### src/rtl/k7_config_seq_pkg.sv
// Shared definitions for the K7 configuration sequencer: state encodings,
// error codes (as seen in the MCU register map) and a busy-state helper.
package k7_config_seq_pkg;

    typedef enum logic [2:0] {
        ST_IDLE      = 3'd0,
        ST_PROG      = 3'd1,
        ST_WAIT_INIT = 3'd2,
        ST_WAIT_DONE = 3'd3,
        ST_RST_HOLD  = 3'd4,
        ST_RUN       = 3'd5,
        ST_ERR       = 3'd6,
        ST_FAIL      = 3'd7
    } cfg_state_e;

    localparam logic [1:0] ERR_NONE     = 2'd0;
    localparam logic [1:0] ERR_INIT_TO  = 2'd1;
    localparam logic [1:0] ERR_INIT_LOW = 2'd2;
    localparam logic [1:0] ERR_DONE_TO  = 2'd3;

    function automatic logic is_busy(input cfg_state_e st);
        logic b;
        case (st)
            ST_PROG, ST_WAIT_INIT, ST_WAIT_DONE, ST_RST_HOLD: b = 1'b1;
            default:                                          b = 1'b0;
        endcase
        return b;
    endfunction

endpackage

### src/rtl/k7_config_seq_sync_2ff.sv
// Two-flop synchroniser for one asynchronous input bit; RST_VAL sets the
// value presented while the domain is held in reset.
module k7_config_seq_sync_2ff #(
    parameter logic RST_VAL = 1'b0
) (
    input  logic clk,
    input  logic rst,
    input  logic d,
    output logic q
);

    (* ASYNC_REG = "TRUE" *) logic meta_q;
    (* ASYNC_REG = "TRUE" *) logic sync_q;

    always_ff @(posedge clk or posedge rst) begin
        if (rst) begin
            meta_q <= RST_VAL;
            sync_q <= RST_VAL;
        end else begin
            meta_q <= d;
            sync_q <= meta_q;
        end
    end

    assign q = sync_q;

endmodule

### src/rtl/k7_config_seq.sv
// K7 configuration sequencer: timed PROG_B pulse, INIT_B/DONE supervision with
// timeouts and bounded retry, and RST_B hold-off until configuration is complete.
module k7_config_seq
    import k7_config_seq_pkg::*;
#(
    parameter int unsigned PROG_PULSE_CYC   = 40,
    parameter int unsigned INIT_TIMEOUT_CYC = 40_000,
    parameter int unsigned DONE_TIMEOUT_CYC = 40_000_000,
    parameter int unsigned RST_HOLD_CYC     = 400,
    parameter int unsigned MAX_RETRY        = 3
) (
    input  logic       clk,
    input  logic       rst,
    input  logic       mcu_prog_b,
    input  logic       mcu_rst_b,
    input  logic       init_b_k7,
    input  logic       done_k7,
    output logic       prog_b_k7,
    output logic       rst_b_k7,
    output logic       fpga_done,
    output logic       fpga_init_b,
    output logic       busy,
    output logic [1:0] err_code,
    output logic [2:0] retry_cnt
);

    // Counter reload values: a state lasting N cycles loads N-1 on entry.
    localparam logic [31:0] PROG_LOAD = 32'(PROG_PULSE_CYC - 1);
    localparam logic [31:0] INIT_LOAD = 32'(INIT_TIMEOUT_CYC - 1);
    localparam logic [31:0] DONE_LOAD = 32'(DONE_TIMEOUT_CYC - 1);
    localparam logic [31:0] HOLD_LOAD = 32'(RST_HOLD_CYC - 1);
    localparam logic [2:0]  RETRY_MAX = 3'(MAX_RETRY);

    logic prog_s, rst_b_s, init_s, done_s;

    k7_config_seq_sync_2ff #(.RST_VAL(1'b1)) u_sync_prog (.clk(clk), .rst(rst), .d(mcu_prog_b), .q(prog_s));
    k7_config_seq_sync_2ff #(.RST_VAL(1'b0)) u_sync_rstb (.clk(clk), .rst(rst), .d(mcu_rst_b),  .q(rst_b_s));
    k7_config_seq_sync_2ff #(.RST_VAL(1'b0)) u_sync_init (.clk(clk), .rst(rst), .d(init_b_k7),  .q(init_s));
    k7_config_seq_sync_2ff #(.RST_VAL(1'b0)) u_sync_done (.clk(clk), .rst(rst), .d(done_k7),    .q(done_s));

    cfg_state_e  state_q, state_d;
    logic [31:0] cnt_q, cnt_d;
    logic [1:0]  err_q, err_d;
    logic [2:0]  retry_q, retry_d;
    logic        prog_prev_q, prog_prev_d;
    logic        req_q, req_d;
    logic        prog_b_q, prog_b_d;
    logic        rst_b_q, rst_b_d;
    logic        done_q, done_d;
    logic        init_b_q, init_b_d;
    logic        busy_q, busy_d;

    // Next-state, shared down counter, error/retry bookkeeping and output decode.
    always_comb begin
        prog_prev_d = prog_s;
        req_d       = prog_prev_q & ~prog_s;
        state_d     = state_q;
        cnt_d       = cnt_q;
        err_d       = err_q;
        retry_d     = retry_q;

        case (state_q)
            ST_IDLE: begin
                if (req_q) begin
                    state_d = ST_PROG;
                    cnt_d   = PROG_LOAD;
                    err_d   = ERR_NONE;
                    retry_d = 3'd0;
                end else if (done_s) begin
                    state_d = ST_RST_HOLD;
                    cnt_d   = HOLD_LOAD;
                end else begin
                    state_d = ST_IDLE;
                end
            end
            ST_PROG: begin
                if (cnt_q == 32'd0) begin
                    state_d = ST_WAIT_INIT;
                    cnt_d   = INIT_LOAD;
                end else begin
                    cnt_d = cnt_q - 32'd1;
                end
            end
            ST_WAIT_INIT: begin
                if (init_s) begin
                    state_d = ST_WAIT_DONE;
                    cnt_d   = DONE_LOAD;
                end else if (cnt_q == 32'd0) begin
                    state_d = ST_ERR;
                    err_d   = ERR_INIT_TO;
                end else begin
                    cnt_d = cnt_q - 32'd1;
                end
            end
            ST_WAIT_DONE: begin
                // DONE takes priority over a simultaneous INIT_B drop.
                if (done_s) begin
                    state_d = ST_RST_HOLD;
                    cnt_d   = HOLD_LOAD;
                end else if (!init_s) begin
                    state_d = ST_ERR;
                    err_d   = ERR_INIT_LOW;
                end else if (cnt_q == 32'd0) begin
                    state_d = ST_ERR;
                    err_d   = ERR_DONE_TO;
                end else begin
                    cnt_d = cnt_q - 32'd1;
                end
            end
            ST_RST_HOLD: begin
                if (cnt_q == 32'd0) begin
                    state_d = ST_RUN;
                end else begin
                    cnt_d = cnt_q - 32'd1;
                end
            end
            ST_RUN: begin
                if (req_q) begin
                    state_d = ST_PROG;
                    cnt_d   = PROG_LOAD;
                    err_d   = ERR_NONE;
                    retry_d = 3'd0;
                end else if (!done_s) begin
                    state_d = ST_IDLE;
                end else begin
                    state_d = ST_RUN;
                end
            end
            ST_ERR: begin
                if (retry_q < RETRY_MAX) begin
                    state_d = ST_PROG;
                    cnt_d   = PROG_LOAD;
                    retry_d = retry_q + 3'd1;
                end else begin
                    state_d = ST_FAIL;
                end
            end
            ST_FAIL: begin
                if (req_q) begin
                    state_d = ST_PROG;
                    cnt_d   = PROG_LOAD;
                    err_d   = ERR_NONE;
                    retry_d = 3'd0;
                end else begin
                    state_d = ST_FAIL;
                end
            end
            default: begin
                state_d = ST_IDLE;
                cnt_d   = 32'd0;
            end
        endcase

        prog_b_d = (state_d != ST_PROG);
        rst_b_d  = (state_d == ST_RUN) ? rst_b_s : 1'b0;
        done_d   = (state_d == ST_RUN);
        init_b_d = (state_d == ST_FAIL) ? 1'b0 : init_s;
        busy_d   = is_busy(state_d);
    end

    // State and registered outputs; reset releases PROG_B and holds RST_B low.
    always_ff @(posedge clk or posedge rst) begin
        if (rst) begin
            state_q     <= ST_IDLE;
            cnt_q       <= 32'd0;
            err_q       <= ERR_NONE;
            retry_q     <= 3'd0;
            prog_prev_q <= 1'b1;
            req_q       <= 1'b0;
            prog_b_q    <= 1'b1;
            rst_b_q     <= 1'b0;
            done_q      <= 1'b0;
            init_b_q    <= 1'b0;
            busy_q      <= 1'b0;
        end else begin
            state_q     <= state_d;
            cnt_q       <= cnt_d;
            err_q       <= err_d;
            retry_q     <= retry_d;
            prog_prev_q <= prog_prev_d;
            req_q       <= req_d;
            prog_b_q    <= prog_b_d;
            rst_b_q     <= rst_b_d;
            done_q      <= done_d;
            init_b_q    <= init_b_d;
            busy_q      <= busy_d;
        end
    end

    assign prog_b_k7   = prog_b_q;
    assign rst_b_k7    = rst_b_q;
    assign fpga_done   = done_q;
    assign fpga_init_b = init_b_q;
    assign busy        = busy_q;
    assign err_code    = err_q;
    assign retry_cnt   = retry_q;

endmodule
### config.mk
export PLATFORM = sky130hd
export DESIGN_NAME = k7_config_seq
export DESIGN_NICKNAME = d
export VERILOG_FILES = /design/src/rtl/k7_config_seq_pkg.sv /design/src/rtl/k7_config_seq_sync_2ff.sv /design/src/rtl/k7_config_seq.sv
export SDC_FILE = /design/constraint.sdc
export NUM_CORES = 1
export LEC_CHECK = 0
export BUFFER_PORTS_ARGS = -buffer_cell sky130_fd_sc_hd__buf_2
export CORE_UTILIZATION = 55
export CTS_CLUSTER_DIAMETER = 60
export DETAILED_ROUTE_END_ITERATION = 16
export PLACE_DENSITY = 0.75
export SYNTH_ARGS = -nofsm -noshare
export SYNTH_HDL_FRONTEND = slang
export SYNTH_HIERARCHICAL = 1
export SYNTH_SLANG_ARGS = --single-unit
### constraint.sdc
create_clock -name clk -period 2.7 [get_ports clk]
set_input_delay 0.27 -clock clk [delete_from_list [all_inputs] [get_ports clk]]
set_output_delay 0.27 -clock clk [all_outputs]
set_load 0.02 [all_outputs]
==> Flow_metrics.wiki <==
{| class="wikitable"
! Metric !! Value
|-
| Setup repair after global routing missed its margin || no
|-
| TritonCTS Buffers || 5
|-
| Outcome || finished, final reports clean
|-
| Worst Skew || around 12 ps
|-
| Complex-gate fraction of the synthesized area || 26.53%
|-
| Clock transition time at the flip-flop clock pins of the worst setup and hold paths || 110 ps
|-
| Layout cells sized above 1 || 17.22%
|-
| Multiplexer fraction of the synthesized cell area || under 10%
|-
| Fin. max-slew vios || 0
|-
| Final worst-path setup slack || 143.3 ps
|-
| Global-route wire length before repair || about 15000 um
|-
| Cells on worst reg2reg path || 6
|-
| Combinational family with the most area after synthesis || compound AO/OA/AOI/OAI gates
|-
| Row Count || 28
|-
| Die X || slightly above 80 um
|-
| Synth top area share || a little under two fifths
|-
| Mapped Nets || around 410
|-
| Port-buffer cells || 15
|-
| Syn Inst Count || around 400
|-
| Adder-cell area share of the yosys netlist || around 1.5%
|-
| Post-Layout Cell Count || 499
|-
| Yosys top cell by area || sky130_fd_sc_hd__dfrtp_1
|-
| Drt first pass iters || 5
|-
| Relative slew slack || 34.83%
|-
| Achievable Freq || around 390 MHz
|-
| GRT Residual Overflow || 0
|-
| Hold depth || 1
|-
| YS warnings || 6
|-
| Pre-CTS WS || roughly 260 ps
|-
| Max H-tree Level || 2
|-
| Commonest cells post-synth || sky130_fd_sc_hd__dfrtp_1, sky130_fd_sc_hd__nand2_1, sky130_fd_sc_hd__o21ai_0
|-
| Startpoint of the worst hold path || mcu_prog_b
|-
| IO Pins || 16
|-
| Final routed wire length divided by cell count || 18.01 um
|-
| Tot GR Track Use || 29.57%
|-
| Worst Hold Class || input pin to flip-flop
|-
| Post-detailed-route count of antenna-violating nets || 0
|-
| Max Buffers Root-to-Sink || 2
|-
| Max-capacitance violation count || 0
|-
| Number of enable flip-flop cells after synthesis || 0
|-
| Clock root buffer master || sky130_fd_sc_hd__clkbuf_8
|-
| Setup Crit Path Kind || flip-flop to flip-flop
|-
| Half-perimeter wire length after placement || ~6400 um
|-
| Die boundary height || 81.13 um
|-
| Count of placed standard cells including taps || 490
|-
| Peak supply drop || 0.6222 mV
|-
| Effective utilization at floorplan || between 50% and 60%
|-
| Largest fanout on the critical path || 18
|-
| Largest net degree at the start of global routing || 48
|-
| Layout overhead on the synthesized area || 11.23%
|-
| Sequential share of the synthesized area || 40.12%
|-
| Type of element launching the critical path || flip-flop
|-
| Predominant post-synthesis flop cell || sky130_fd_sc_hd__dfrtp_1
|-
| Final Setup Violations || 0
|-
| Distinct cells, synth || 70
|-
| Final core utilization || 63.93%
|-
| Static Leak || 1.689 nW
|-
| Time the worst path needs with I/O delays and setup || ~2600 ps
|-
| Endpoint of the worst register-to-register path || cnt_q[4]$_DFFE_PP0P_
|-
| Fraction of registers with async set/reset || 100.0%
|-
| Floorplan Core Area || 5991 um^2
|-
| Initial antenna violation count || 0
|-
| Final sum of negative setup slack || 0 ps
|-
| First-iteration detailed-routing DRC count || 501
|-
| Clock tree from TritonCTS || done
|-
| Cell area after synthesis || 3443 um^2
|-
| Final weighted congestion of routability-driven global placement || 0.9446
|-
| Reg-to-reg setup timing slack || about 140 ps
|-
| Transition time at the pin with the least slew margin || 976.2 ps
|-
| Total die area || 6581 um^2
|-
| Antenna Cells || 0
|-
| Data required time at the worst endpoint || 2930 ps
|-
| Leading post-synthesis cells by cell area || sky130_fd_sc_hd__dfrtp_1, sky130_fd_sc_hd__o21ai_0, sky130_fd_sc_hd__nand2_1
|-
| Sum of routed wire length over all layers || 8988 um
|-
| Number of hold-slack violations in the final timing report || 0
|-
| Area fraction in and, or, nand and nor cells after synthesis || about a quarter
|-
| Final worst path period share || 94.69%
|-
| Via count of the first global-routing pass || 2877
|-
| Total of flip-flops plus latches after synthesis || 55
|-
| Xor/xnor cell area share of the yosys netlist || 0.7631%
|-
| Average cell area after synthesis || around 8.6 um^2
|-
| Startpoint of the worst-slack reg-to-reg timing path || state_q[1]$_DFF_PP0_
|-
| Vias || 3315
|-
| Data arrival time of the critical path || around 2800 ps
|-
| Fin nets || 433
|-
| Ratio of routed vias to standard cells || about 6.6
|-
| Clock Sinks || between 50 and 60
|-
| Most instantiated library cell after synthesis || sky130_fd_sc_hd__dfrtp_1
|-
| Insertion delay of the later-clocked pin in the worst-skew pair || 320 ps
|-
| Remaining DRCs || 0
|-
| P per Cell Area || 1182 nW/um^2
|-
| Sort of element at the end of the critical path || flip-flop
|-
| Worst hold path endpoint || u_sync_prog/meta_q$_DFF_PP1_
|}
-- stage by stage --
stage	area, um^2	power (mW)	hold slack [ps]
3_5_place_dp	3695	3.842	168.6
2_1_floorplan	3443	3.077	11.18
6_report	3830	4.526	39.77
3_3_place_gp	3695	3.794	162.4
4_1_cts	3821	4.450	33.69
5_1_grt	3830	4.848	27.23
-- area by class of cell --
type / count / area [um^2]
clock inverters: 3 / 47.55
clock buffers: 5 / 68.82
fillers: 499 / 2161
flip-flops and latches: 55 / 1381
well taps: 75 / 93.84
repair buffers: 40 / 265.3
multi-input cells: 302 / 1902
inverters: 19 / 71.32
-- power breakdown --
| group | internal (mW) | switching (mW) | leakage [nW] |
|---|---|---|---|
| Combinational | 0.986 | 1.59 | 0.928 |
| Sequential | 1.05 | 0.319 | 0.703 |
| Clock | 0.282 | 0.300 | 0.0587 |
| Total | 2.32 | 2.21 | 1.69 |
-- worst max path at each step --
stage / slack [ps] / from / end / cells after the start
5_1_grt: 20 / state_q[1]$_DFF_PP0_ / cnt_q[4]$_DFFE_PP0P_ / 6
3_5_place_dp: 260 / cnt_q[0]$_DFFE_PP0P_ / cnt_q[0]$_DFFE_PP0P_ / 10
2_1_floorplan: 410 / cnt_q[13]$_DFFE_PP0P_ / cnt_q[0]$_DFFE_PP0P_ / 9
6_report: 140 / state_q[1]$_DFF_PP0_ / cnt_q[4]$_DFFE_PP0P_ / 6
4_1_cts: 200 / cnt_q[1]$_DFFE_PP0P_ / cnt_q[23]$_DFFE_PP0P_ / 10
3_3_place_gp: 270 / cnt_q[0]$_DFFE_PP0P_ / cnt_q[0]$_DFFE_PP0P_ / 10
-- placed cells by master, fill, tap and decap left out, types with 3 or more instances in the layout --
| master | n |
|---|---|
| sky130_fd_sc_hd__nor4_4 | 3 |
| sky130_fd_sc_hd__a21oi_1 | 28 |
| sky130_fd_sc_hd__and3_1 | 5 |
| sky130_fd_sc_hd__nor4_1 | 3 |
| sky130_fd_sc_hd__a31oi_1 | 14 |
| sky130_fd_sc_hd__o22ai_1 | 4 |
| sky130_fd_sc_hd__o211ai_1 | 3 |
| sky130_fd_sc_hd__nand4_1 | 5 |
| sky130_fd_sc_hd__nand2b_1 | 5 |
| sky130_fd_sc_hd__dfrtp_1 | 51 |
| sky130_fd_sc_hd__a21o_1 | 4 |
| sky130_fd_sc_hd__nor3b_2 | 3 |
| sky130_fd_sc_hd__o21ai_0 | 40 |
| sky130_fd_sc_hd__buf_2 | 15 |
| sky130_fd_sc_hd__or3_1 | 3 |
| sky130_fd_sc_hd__inv_1 | 18 |
| sky130_fd_sc_hd__mux2_2 | 3 |
| sky130_fd_sc_hd__or4_1 | 3 |
| sky130_fd_sc_hd__nor3_1 | 14 |
| sky130_fd_sc_hd__nand2_1 | 41 |
| sky130_fd_sc_hd__o31ai_1 | 6 |
| sky130_fd_sc_hd__ha_1 | 4 |
| sky130_fd_sc_hd__nor2b_1 | 4 |
| sky130_fd_sc_hd__and2_1 | 3 |
| sky130_fd_sc_hd__nand3_1 | 14 |
| sky130_fd_sc_hd__nor2_1 | 30 |
| sky130_fd_sc_hd__dfstp_2 | 4 |
| sky130_fd_sc_hd__a22oi_1 | 5 |
| sky130_fd_sc_hd__clkbuf_8 | 5 |
| sky130_fd_sc_hd__buf_4 | 24 |
-- logic make-up (layout without fill, tap and decap cells) --
family / after synthesis / after routing
muxes: 5 / 5
adders and majority gates: 4 / 4
and+or+nand+nor: 150 / 150
DFF: 55 / 55
buffers and inverters: 42 / 67
AOI/OAI and AO/OA: 140 / 140
xor gates and xnor gates: 3 / 3
-- registers in the layout, indices dropped and copies added, names as in the netlist --
register / cells
u_sync_done/meta_q: 1
u_sync_prog/q: 1
fpga_done: 1
busy: 1
u_sync_init/q: 1
u_sync_done/q: 1
fpga_init_b: 1
retry_cnt: 3
u_sync_rstb/q: 1
state_q: 3
err_code: 2
prog_b_k7: 1
u_sync_init/meta_q: 1
u_sync_prog/meta_q: 1
req_q: 1
cnt_q: 32
rst_b_k7: 1
prog_prev_q: 1
u_sync_rstb/meta_q: 1
-- worst max-delay path: stages (launching register included) --
cell	delay, ps
sky130_fd_sc_hd__dfrtp_1	590
sky130_fd_sc_hd__nor2b_1	250
sky130_fd_sc_hd__nor2b_1	150
sky130_fd_sc_hd__o21ai_1	390
sky130_fd_sc_hd__nor3b_2	590
sky130_fd_sc_hd__o21ai_0	230
sky130_fd_sc_hd__o211ai_1	270
-- what timing repair did --
item,CTS,global route
setup endpoints to repair,0,1
setup buffers,0,0
gates resized for setup,0,1
hold endpoints to repair,8,0
hold buffers,1,0
-- per-layer routing --
layer	track usage, %	vias to the layer above	wire length [um]
li1	-	1530	-
met1	44.28	1551	4070
met2	43.19	200	3854
met3	5.506	34	799
met4	8.214	0	263
met5	0	-	0
Power figures use the tool's default switching activity.
